$ cat src/rtl/lsu_mem_port_if.sv
// ----------------------------------------------------------------------------
// lsu_mem_port_if
//
// Bundles the three buses of the load/store unit: the CPU-side request
// handshake, the ordered response handshake and the word-addressed data
// memory port.
//
//   req_*   : request from the MEM stage (valid/ready, we, size, unsigned,
//             byte address, right-aligned store data)
//   resp_*  : ordered response (valid/ready, formatted load data, error)
//   mem_*   : data memory port (address, store data, write enable, store
//             size code, combinational read word)
//
// Modports:
//   slave  : the load/store unit itself
//   master : its environment (CPU MEM stage plus the data memory model)
// ----------------------------------------------------------------------------
interface lsu_mem_port_if #(
    parameter int unsigned MEM_AW = 12
);
    // Request channel
    logic              req_valid;
    logic              req_ready;
    logic              req_we;
    logic [1:0]        req_size;
    logic              req_unsigned;
    logic [31:0]       req_addr;
    logic [31:0]       req_wdata;

    // Data memory port
    logic [MEM_AW-1:0] mem_addr;
    logic [31:0]       mem_din;
    logic              mem_we;
    logic [1:0]        mem_size;
    logic [31:0]       mem_dout;

    // Response channel
    logic              resp_valid;
    logic              resp_ready;
    logic [31:0]       resp_rdata;
    logic              resp_err;

    modport slave (
        input  req_valid, req_we, req_size, req_unsigned, req_addr, req_wdata,
        output req_ready,
        output mem_addr, mem_din, mem_we, mem_size,
        input  mem_dout,
        output resp_valid, resp_rdata, resp_err,
        input  resp_ready
    );

    // Environment view: drives requests, consumes responses and plays the
    // memory (so it drives mem_dout).
    modport master (
        output req_valid, req_we, req_size, req_unsigned, req_addr, req_wdata,
        input  req_ready,
        input  mem_addr, mem_din, mem_we, mem_size,
        output mem_dout,
        input  resp_valid, resp_rdata, resp_err,
        output resp_ready
    );
endinterface

$ cat src/rtl/lsu_mem_port.sv
// ----------------------------------------------------------------------------
// lsu_mem_port
//
// Load/store unit sitting between the CPU MEM stage and a 4 KB data memory.
// One request per cycle is accepted into slot s1; from s1 it drives the
// memory port and, when the response slot can take it, produces an ordered
// response: a write ack for stores or a sign/zero-extended, lane-aligned word
// for loads. Misaligned, out-of-range and reserved-size accesses never reach
// the memory and come back with resp_err set and zero data.
//
// Ports:
//   clk   : clock, rising edge
//   rst_n : asynchronous active-low reset
//   bus   : lsu_mem_port_if.slave (request, response and memory buses)
//
// Pipeline:
//   s1   : accepted request (valid, we, size, unsigned, addr, wdata)
//   resp : response register (valid, rdata, err)
//   adv  : s1 moves into resp this cycle; the memory write (if any) happens
//          on the same edge, so a stalled store is written exactly once.
// ----------------------------------------------------------------------------
module lsu_mem_port #(
    parameter int unsigned MEM_AW = 12
) (
    input  logic            clk,
    input  logic            rst_n,
    lsu_mem_port_if.slave   bus
);

    // ------------------------------------------------------------------------
    // State
    // ------------------------------------------------------------------------
    logic        s1_valid_q,    s1_valid_d;
    logic        s1_we_q,       s1_we_d;
    logic [1:0]  s1_size_q,     s1_size_d;
    logic        s1_unsigned_q, s1_unsigned_d;
    logic [31:0] s1_addr_q,     s1_addr_d;
    logic [31:0] s1_wdata_q,    s1_wdata_d;

    logic        resp_valid_q,  resp_valid_d;
    logic [31:0] resp_rdata_q,  resp_rdata_d;
    logic        resp_err_q,    resp_err_d;

    // ------------------------------------------------------------------------
    // Handshake control
    // ------------------------------------------------------------------------
    logic adv;
    logic accept;

    always_comb begin
        adv    = s1_valid_q && (!resp_valid_q || bus.resp_ready);
        accept = bus.req_valid && (!s1_valid_q || adv);
    end

    assign bus.req_ready = !s1_valid_q || adv;

    // ------------------------------------------------------------------------
    // Access legality for the request held in s1
    // ------------------------------------------------------------------------
    logic s1_align_err;
    logic s1_range_err;
    logic s1_err;

    always_comb begin
        s1_align_err = 1'b0;
        unique case (s1_size_q)
            2'b00:   s1_align_err = (s1_addr_q[1:0] != 2'b00);
            2'b01:   s1_align_err = s1_addr_q[0];
            2'b10:   s1_align_err = 1'b0;
            default: s1_align_err = 1'b1;   // reserved size code
        endcase
        s1_range_err = (s1_addr_q[31:MEM_AW] != '0);
        s1_err       = s1_align_err || s1_range_err;
    end

    // ------------------------------------------------------------------------
    // Memory port: driven straight from s1; the write only fires on adv so a
    // store blocked behind an unconsumed response is not repeated.
    // ------------------------------------------------------------------------
    assign bus.mem_addr = s1_addr_q[MEM_AW-1:0];
    assign bus.mem_din  = s1_wdata_q;
    assign bus.mem_size = s1_size_q;
    assign bus.mem_we   = adv && s1_we_q && !s1_err;

    // ------------------------------------------------------------------------
    // Load formatting: pick the addressed lane of the read word and extend.
    // ------------------------------------------------------------------------
    logic [7:0]  byte_raw;
    logic [15:0] half_raw;
    logic [31:0] load_fmt;

    always_comb begin
        byte_raw = 8'h00;
        unique case (s1_addr_q[1:0])
            2'd0:    byte_raw = bus.mem_dout[7:0];
            2'd1:    byte_raw = bus.mem_dout[15:8];
            2'd2:    byte_raw = bus.mem_dout[23:16];
            default: byte_raw = bus.mem_dout[31:24];
        endcase

        half_raw = s1_addr_q[1] ? bus.mem_dout[31:16] : bus.mem_dout[15:0];

        load_fmt = 32'h0000_0000;
        unique case (s1_size_q)
            2'b00: load_fmt = bus.mem_dout;
            2'b01: load_fmt = s1_unsigned_q ? {16'h0000, half_raw}
                                            : {{16{half_raw[15]}}, half_raw};
            2'b10: load_fmt = s1_unsigned_q ? {24'h00_0000, byte_raw}
                                            : {{24{byte_raw[7]}}, byte_raw};
            default: load_fmt = 32'h0000_0000;
        endcase
    end

    // ------------------------------------------------------------------------
    // Next-state
    // ------------------------------------------------------------------------
    always_comb begin
        s1_valid_d    = s1_valid_q;
        s1_we_d       = s1_we_q;
        s1_size_d     = s1_size_q;
        s1_unsigned_d = s1_unsigned_q;
        s1_addr_d     = s1_addr_q;
        s1_wdata_d    = s1_wdata_q;

        resp_valid_d  = resp_valid_q;
        resp_rdata_d  = resp_rdata_q;
        resp_err_d    = resp_err_q;

        // s1: a new request replaces the one leaving, so no bubble at full rate
        if (accept) begin
            s1_valid_d    = 1'b1;
            s1_we_d       = bus.req_we;
            s1_size_d     = bus.req_size;
            s1_unsigned_d = bus.req_unsigned;
            s1_addr_d     = bus.req_addr;
            s1_wdata_d    = bus.req_wdata;
        end else if (adv) begin
            s1_valid_d    = 1'b0;
        end

        // resp: an advancing request overwrites a response consumed this cycle;
        // otherwise data and err hold their last values after consumption.
        if (adv) begin
            resp_valid_d = 1'b1;
            resp_err_d   = s1_err;
            resp_rdata_d = (!s1_we_q && !s1_err) ? load_fmt : 32'h0000_0000;
        end else if (bus.resp_ready) begin
            resp_valid_d = 1'b0;
        end
    end

    // ------------------------------------------------------------------------
    // State registers
    // ------------------------------------------------------------------------
    always_ff @(posedge clk or negedge rst_n) begin
        if (!rst_n) begin
            s1_valid_q    <= 1'b0;
            s1_we_q       <= 1'b0;
            s1_size_q     <= 2'b00;
            s1_unsigned_q <= 1'b0;
            s1_addr_q     <= 32'h0000_0000;
            s1_wdata_q    <= 32'h0000_0000;
            resp_valid_q  <= 1'b0;
            resp_rdata_q  <= 32'h0000_0000;
            resp_err_q    <= 1'b0;
        end else begin
            s1_valid_q    <= s1_valid_d;
            s1_we_q       <= s1_we_d;
            s1_size_q     <= s1_size_d;
            s1_unsigned_q <= s1_unsigned_d;
            s1_addr_q     <= s1_addr_d;
            s1_wdata_q    <= s1_wdata_d;
            resp_valid_q  <= resp_valid_d;
            resp_rdata_q  <= resp_rdata_d;
            resp_err_q    <= resp_err_d;
        end
    end

    // ------------------------------------------------------------------------
    // Response outputs
    // ------------------------------------------------------------------------
    assign bus.resp_valid = resp_valid_q;
    assign bus.resp_rdata = resp_rdata_q;
    assign bus.resp_err   = resp_err_q;

endmodule

$ cat src/flat_wrapper.sv
// flat-port wrapper written by rule: the top's interface ports become plain ports
module lsu_mem_port_flat 
#(
    parameter int unsigned MEM_AW = 12
)
  (clk, rst_n, bus_req_valid, bus_req_we, bus_req_size, bus_req_unsigned, bus_req_addr, bus_req_wdata, bus_req_ready, bus_mem_addr, bus_mem_din, bus_mem_we, bus_mem_size, bus_mem_dout, bus_resp_valid, bus_resp_rdata, bus_resp_err, bus_resp_ready);
  lsu_mem_port_if #(.MEM_AW(MEM_AW)) bus_i ();
  input  logic clk;
  input  logic rst_n;
  input wire logic [$bits(bus_i.req_valid)-1:0] bus_req_valid;
  input wire logic [$bits(bus_i.req_we)-1:0] bus_req_we;
  input wire logic [$bits(bus_i.req_size)-1:0] bus_req_size;
  input wire logic [$bits(bus_i.req_unsigned)-1:0] bus_req_unsigned;
  input wire logic [$bits(bus_i.req_addr)-1:0] bus_req_addr;
  input wire logic [$bits(bus_i.req_wdata)-1:0] bus_req_wdata;
  output wire logic [$bits(bus_i.req_ready)-1:0] bus_req_ready;
  output wire logic [$bits(bus_i.mem_addr)-1:0] bus_mem_addr;
  output wire logic [$bits(bus_i.mem_din)-1:0] bus_mem_din;
  output wire logic [$bits(bus_i.mem_we)-1:0] bus_mem_we;
  output wire logic [$bits(bus_i.mem_size)-1:0] bus_mem_size;
  input wire logic [$bits(bus_i.mem_dout)-1:0] bus_mem_dout;
  output wire logic [$bits(bus_i.resp_valid)-1:0] bus_resp_valid;
  output wire logic [$bits(bus_i.resp_rdata)-1:0] bus_resp_rdata;
  output wire logic [$bits(bus_i.resp_err)-1:0] bus_resp_err;
  input wire logic [$bits(bus_i.resp_ready)-1:0] bus_resp_ready;
  assign bus_i.req_valid = bus_req_valid;
  assign bus_i.req_we = bus_req_we;
  assign bus_i.req_size = bus_req_size;
  assign bus_i.req_unsigned = bus_req_unsigned;
  assign bus_i.req_addr = bus_req_addr;
  assign bus_i.req_wdata = bus_req_wdata;
  assign bus_req_ready = bus_i.req_ready;
  assign bus_mem_addr = bus_i.mem_addr;
  assign bus_mem_din = bus_i.mem_din;
  assign bus_mem_we = bus_i.mem_we;
  assign bus_mem_size = bus_i.mem_size;
  assign bus_i.mem_dout = bus_mem_dout;
  assign bus_resp_valid = bus_i.resp_valid;
  assign bus_resp_rdata = bus_i.resp_rdata;
  assign bus_resp_err = bus_i.resp_err;
  assign bus_i.resp_ready = bus_resp_ready;
  lsu_mem_port #(.MEM_AW(MEM_AW)) u_core (.clk(clk), .rst_n(rst_n), .bus(bus_i));
endmodule
$ cat config.mk
export PLATFORM = sky130hd
export DESIGN_NAME = lsu_mem_port_flat
export DESIGN_NICKNAME = d
export VERILOG_FILES = /design/src/rtl/lsu_mem_port_if.sv /design/src/rtl/lsu_mem_port.sv /design/src/flat_wrapper.sv
export SDC_FILE = /design/constraint.sdc
export NUM_CORES = 1
export LEC_CHECK = 0
export ABC_AREA = 1
export CORE_ASPECT_RATIO = 1.1
export CORE_UTILIZATION = 45
export CTS_BUF_LIST = sky130_fd_sc_hd__clkbuf_4
export DETAILED_ROUTE_END_ITERATION = 8
export GPL_TIMING_DRIVEN = 1
export PLACE_DENSITY_LB_ADDON = 0.3
export SYNTH_ARGS = -nofsm -noshare
export SYNTH_HDL_FRONTEND = slang
export SYNTH_SLANG_ARGS = --single-unit
$ cat constraint.sdc
create_clock -name clk -period 1.8 [get_ports clk]
set_input_delay 0.54 -clock clk [delete_from_list [all_inputs] [get_ports clk]]
set_output_delay 0.54 -clock clk [all_outputs]
set_load 0.05 [all_outputs]
==> metrics.md <==
| Metric | Value |
|---|---|
| Bufs and invs on worst path | 1 |
| Worst-Margin Slew | between 0.5 and 0.6 ns |
| Number of max-cap violations | 0 |
| Storage element area | 0.00258 mm^2 |
| CORE AREA | 0.0103 mm^2 |
| Sequential-to-total area share from yosys stat | 54.1% |
| Cells after Synth | approximately 540 |
| Syn Area/Cell | 8.86 um^2 |
| Nets | ~850 |
| Largest net degree at the start of global routing | 59 |
| Vias in the first global route | roughly 4400 |
| Total GRT Usage | approximately a quarter |
| Yosys top cell area share | about 54% |
| CP Capture Type | primary output |
| Crit-path slowest cell | dfrtp_2 |
| Area delta synth->final | 53.7% |
| Post-layout worst setup margin | -0.420 ns |
| CTS Buf Count | 9 |
| Clock tree root driver cell | clkbuf_4 |
| Worst min-delay path class | in2async |
| Commonest non-fill, non-tap cell in the layout | nand2_1 |
| Final period util | 123% |
| Register bit total from synthesis | about 100 |
| Arrival @ worst endpoint | roughly 1.7 ns |
| GR Overflow Total | 0 |
| Die Y | between 100 and 150 um |
| Worst-path clk slew | roughly 0.15 ns |
| Post-Syn Nets | 642 |
| DP HPWL | 9.20 mm |
| Lkg Pwr | 3.64 nW |
| DRC violations left | 0 |
| RSZ-0062 raised after global routing | true |
| Layout fillers | between 800 and 900 |
| Fin Setup TNS | -0.420 ns |
| Final ANT Viol Nets | 0 |
| Crit path largest cell delay | approximately 0.46 ns |
| Vias after detailed routing | 4391 |
| Starting Density | 46.1% |
| Fin. max-slew vios | 0 |
| Syn. warnings | 0 |
| Critical path required time | 1.26 ns |
| Footprint of the multi-input gates | slightly below 0.002 mm^2 |
| Number of distinct library cells after synthesis | 19 |
| Routability cong. | about 0.85 |
| Maximum vdd ir drop | 623 uV |
| Fmax | around 450 MHz |
| Worst slew margin | a little over three fifths |
| DIE AREA | about 0.011 mm^2 |
| Critical path type | reg2out |
| Most frequent cells in the layout | 211 x nand2_1, 101 x clkdlybuf4s50_1, 99 x dfrtp_1 |
| Yosys top cell by area | dfrtp_1 |
| Cell count after placement | roughly 860 |
| Final wirelength | ~13 mm |
| Violated checks | negative setup slack |
| Final non-filler cell total | between 800 and 900 |
| # port buffers | 185 |
| Ranking of synthesized cells by area | dfrtp_1 54%, nand2_1 17%, mux2_2 11% |
| DR iter-0 viols | roughly 250 |
| Htree depth | 3 |
| Startpoint types | register |
| Vias per std cell | 4.94 |
| Antenna Cells | 0 |
| CTS sink cnt | around 100 |
| Total power | a little over 6 mW |
| Final Hold Viols | 0 |
| Crit Path Max Fanout | 4 |
| Status | complete, but fails checks |
| CTS tree | built |
| Final setup fails | 1 |
| Clock latency on the worst-skew pair | about 0.45 ns |
| PD cells | a little over 800 mW/mm^2 |
| Synthesized area | roughly 0.0048 mm^2 |
| Bufs on Longest Clock Path | 2 |
| WL per Instance | roughly 14 um |
| CP top delay family | simple AND/OR/NAND/NOR gates |
| Share of cells above drive strength 1 | between 20 and 30% |
| Global-route wire length before repair | between 20 and 25 mm |
| Worst-path cell chain | nand2_2, o21ai_1, nor2_1, nand4_1, nor3_4, buf_12 |
| # rows | 39 |
| Drt pass-1 iters | 5 |
| Final min period | ~2.2 ns |
| Ports | approximately 190 |
| Die X | roughly 100 um |
| Initial antenna violation count | 0 |
| Clk_skew | 0.0152 ns |
[layer usage]
metal	wire length, um	global-route usage, %	vias up
met3	1160	7.44	28
met1	5160	28.7	2060
met4	261	9.63	0
li1	-	-	2105
met5	0	0	-
met2	6220	38.7	198
[metrics by stage]
step,util [%],setup WS [ns],hold WS (ns),instance area [um^2]
2_1_floorplan,-,-0.163,0.244,4820
4_1_cts,69.9,-0.462,0.449,7240
6_report,70.8,-0.420,0.480,7320
3_5_place_dp,67.7,-0.465,0.422,7010
5_1_grt,70.8,-0.569,0.464,7320
3_3_place_gp,67.7,-0.446,0.422,7010
[cell usage after synthesis, drive strengths merged]
cell type    n
nand2      217
dfrtp      103
inv         23
nor3         1
o21ai        3
clkbuf       8
buf         29
a22oi        8
nand4        2
nand3       28
mux2        47
a21oi       25
clkinv       1
nor2        43
[power by group]
group / internal [mW] / leakage [nW] / switching [mW]
Clock: 0.328 / 0.0668 / 0.737
Combinational: 0.966 / 2.32 / 1.33
Sequential: 2.56 / 1.26 / 0.141
Total: 3.85 / 3.64 / 2.21
[logic make-up (layout without fill, tap and decap cells)]
| kind of cell | Yosys count | after routing | share of synthesized area [%] |
|---|---|---|---|
| buffers and inverters | 61 | 269 | 6.56 |
| muxes | 47 | 47 | 11.1 |
| AOI/OAI and AO/OA | 36 | 36 | 4.20 |
| DFF | 103 | 103 | 54.1 |
| and+or+nand+nor | 291 | 291 | 24.0 |
[area by class of cell]
cell class / instances / share of cell area, %
flip-flops and latches: 103 / 35.3
repair buffers: 229 / 32.8
multi-input cells: 374 / 26.7
well taps: 143 / 2.44
clock buffers: 12 / 1.23
inverters: 24 / 1.23
clock inverters: 4 / 0.290
[what timing repair did]
action	CTS	global route
pin swaps	6	4
cloned	0	3
resized for setup	10	11
hold buffers	1	0
setup buffers	11	3
hold endpoints to repair	16	0
setup endpoints to repair	3	37
[sequential cells by signal, summed over array words and instances, names as in the netlist]
register / flops
u_core.bus.resp_err: 1
u_core.bus.resp_valid: 1
u_core.s1_addr_q: 32
u_core.bus.mem_din: 32
u_core.bus.resp_rdata: 32
u_core.s1_unsigned_q: 1
u_core.s1_we_q: 1
u_core.bus.mem_size: 2
u_core.s1_valid_q: 1
[final timing paths]
kind | endpoint | slack (ns) | cells past startpoint | start
worst min-delay path | u_core.s1_addr_q[5] | 0.48 | 2 | rst_n
worst max-delay path | bus_mem_we | -0.42 | 6 | u_core.bus.mem_size[1]
worst min register to register | u_core.bus.resp_rdata[31] | 0.50 | 2 | u_core.bus.resp_rdata[31]
max in group asynchronous | u_core.bus.resp_rdata[0] | 0.66 | 3 | rst_n
min in group clk | u_core.bus.resp_rdata[31] | 0.50 | 2 | u_core.bus.resp_rdata[31]
worst max register to register | u_core.bus.resp_rdata[26] | 0.13 | 11 | u_core.bus.resp_valid
Note: power is estimated with default switching activity, not from simulation.
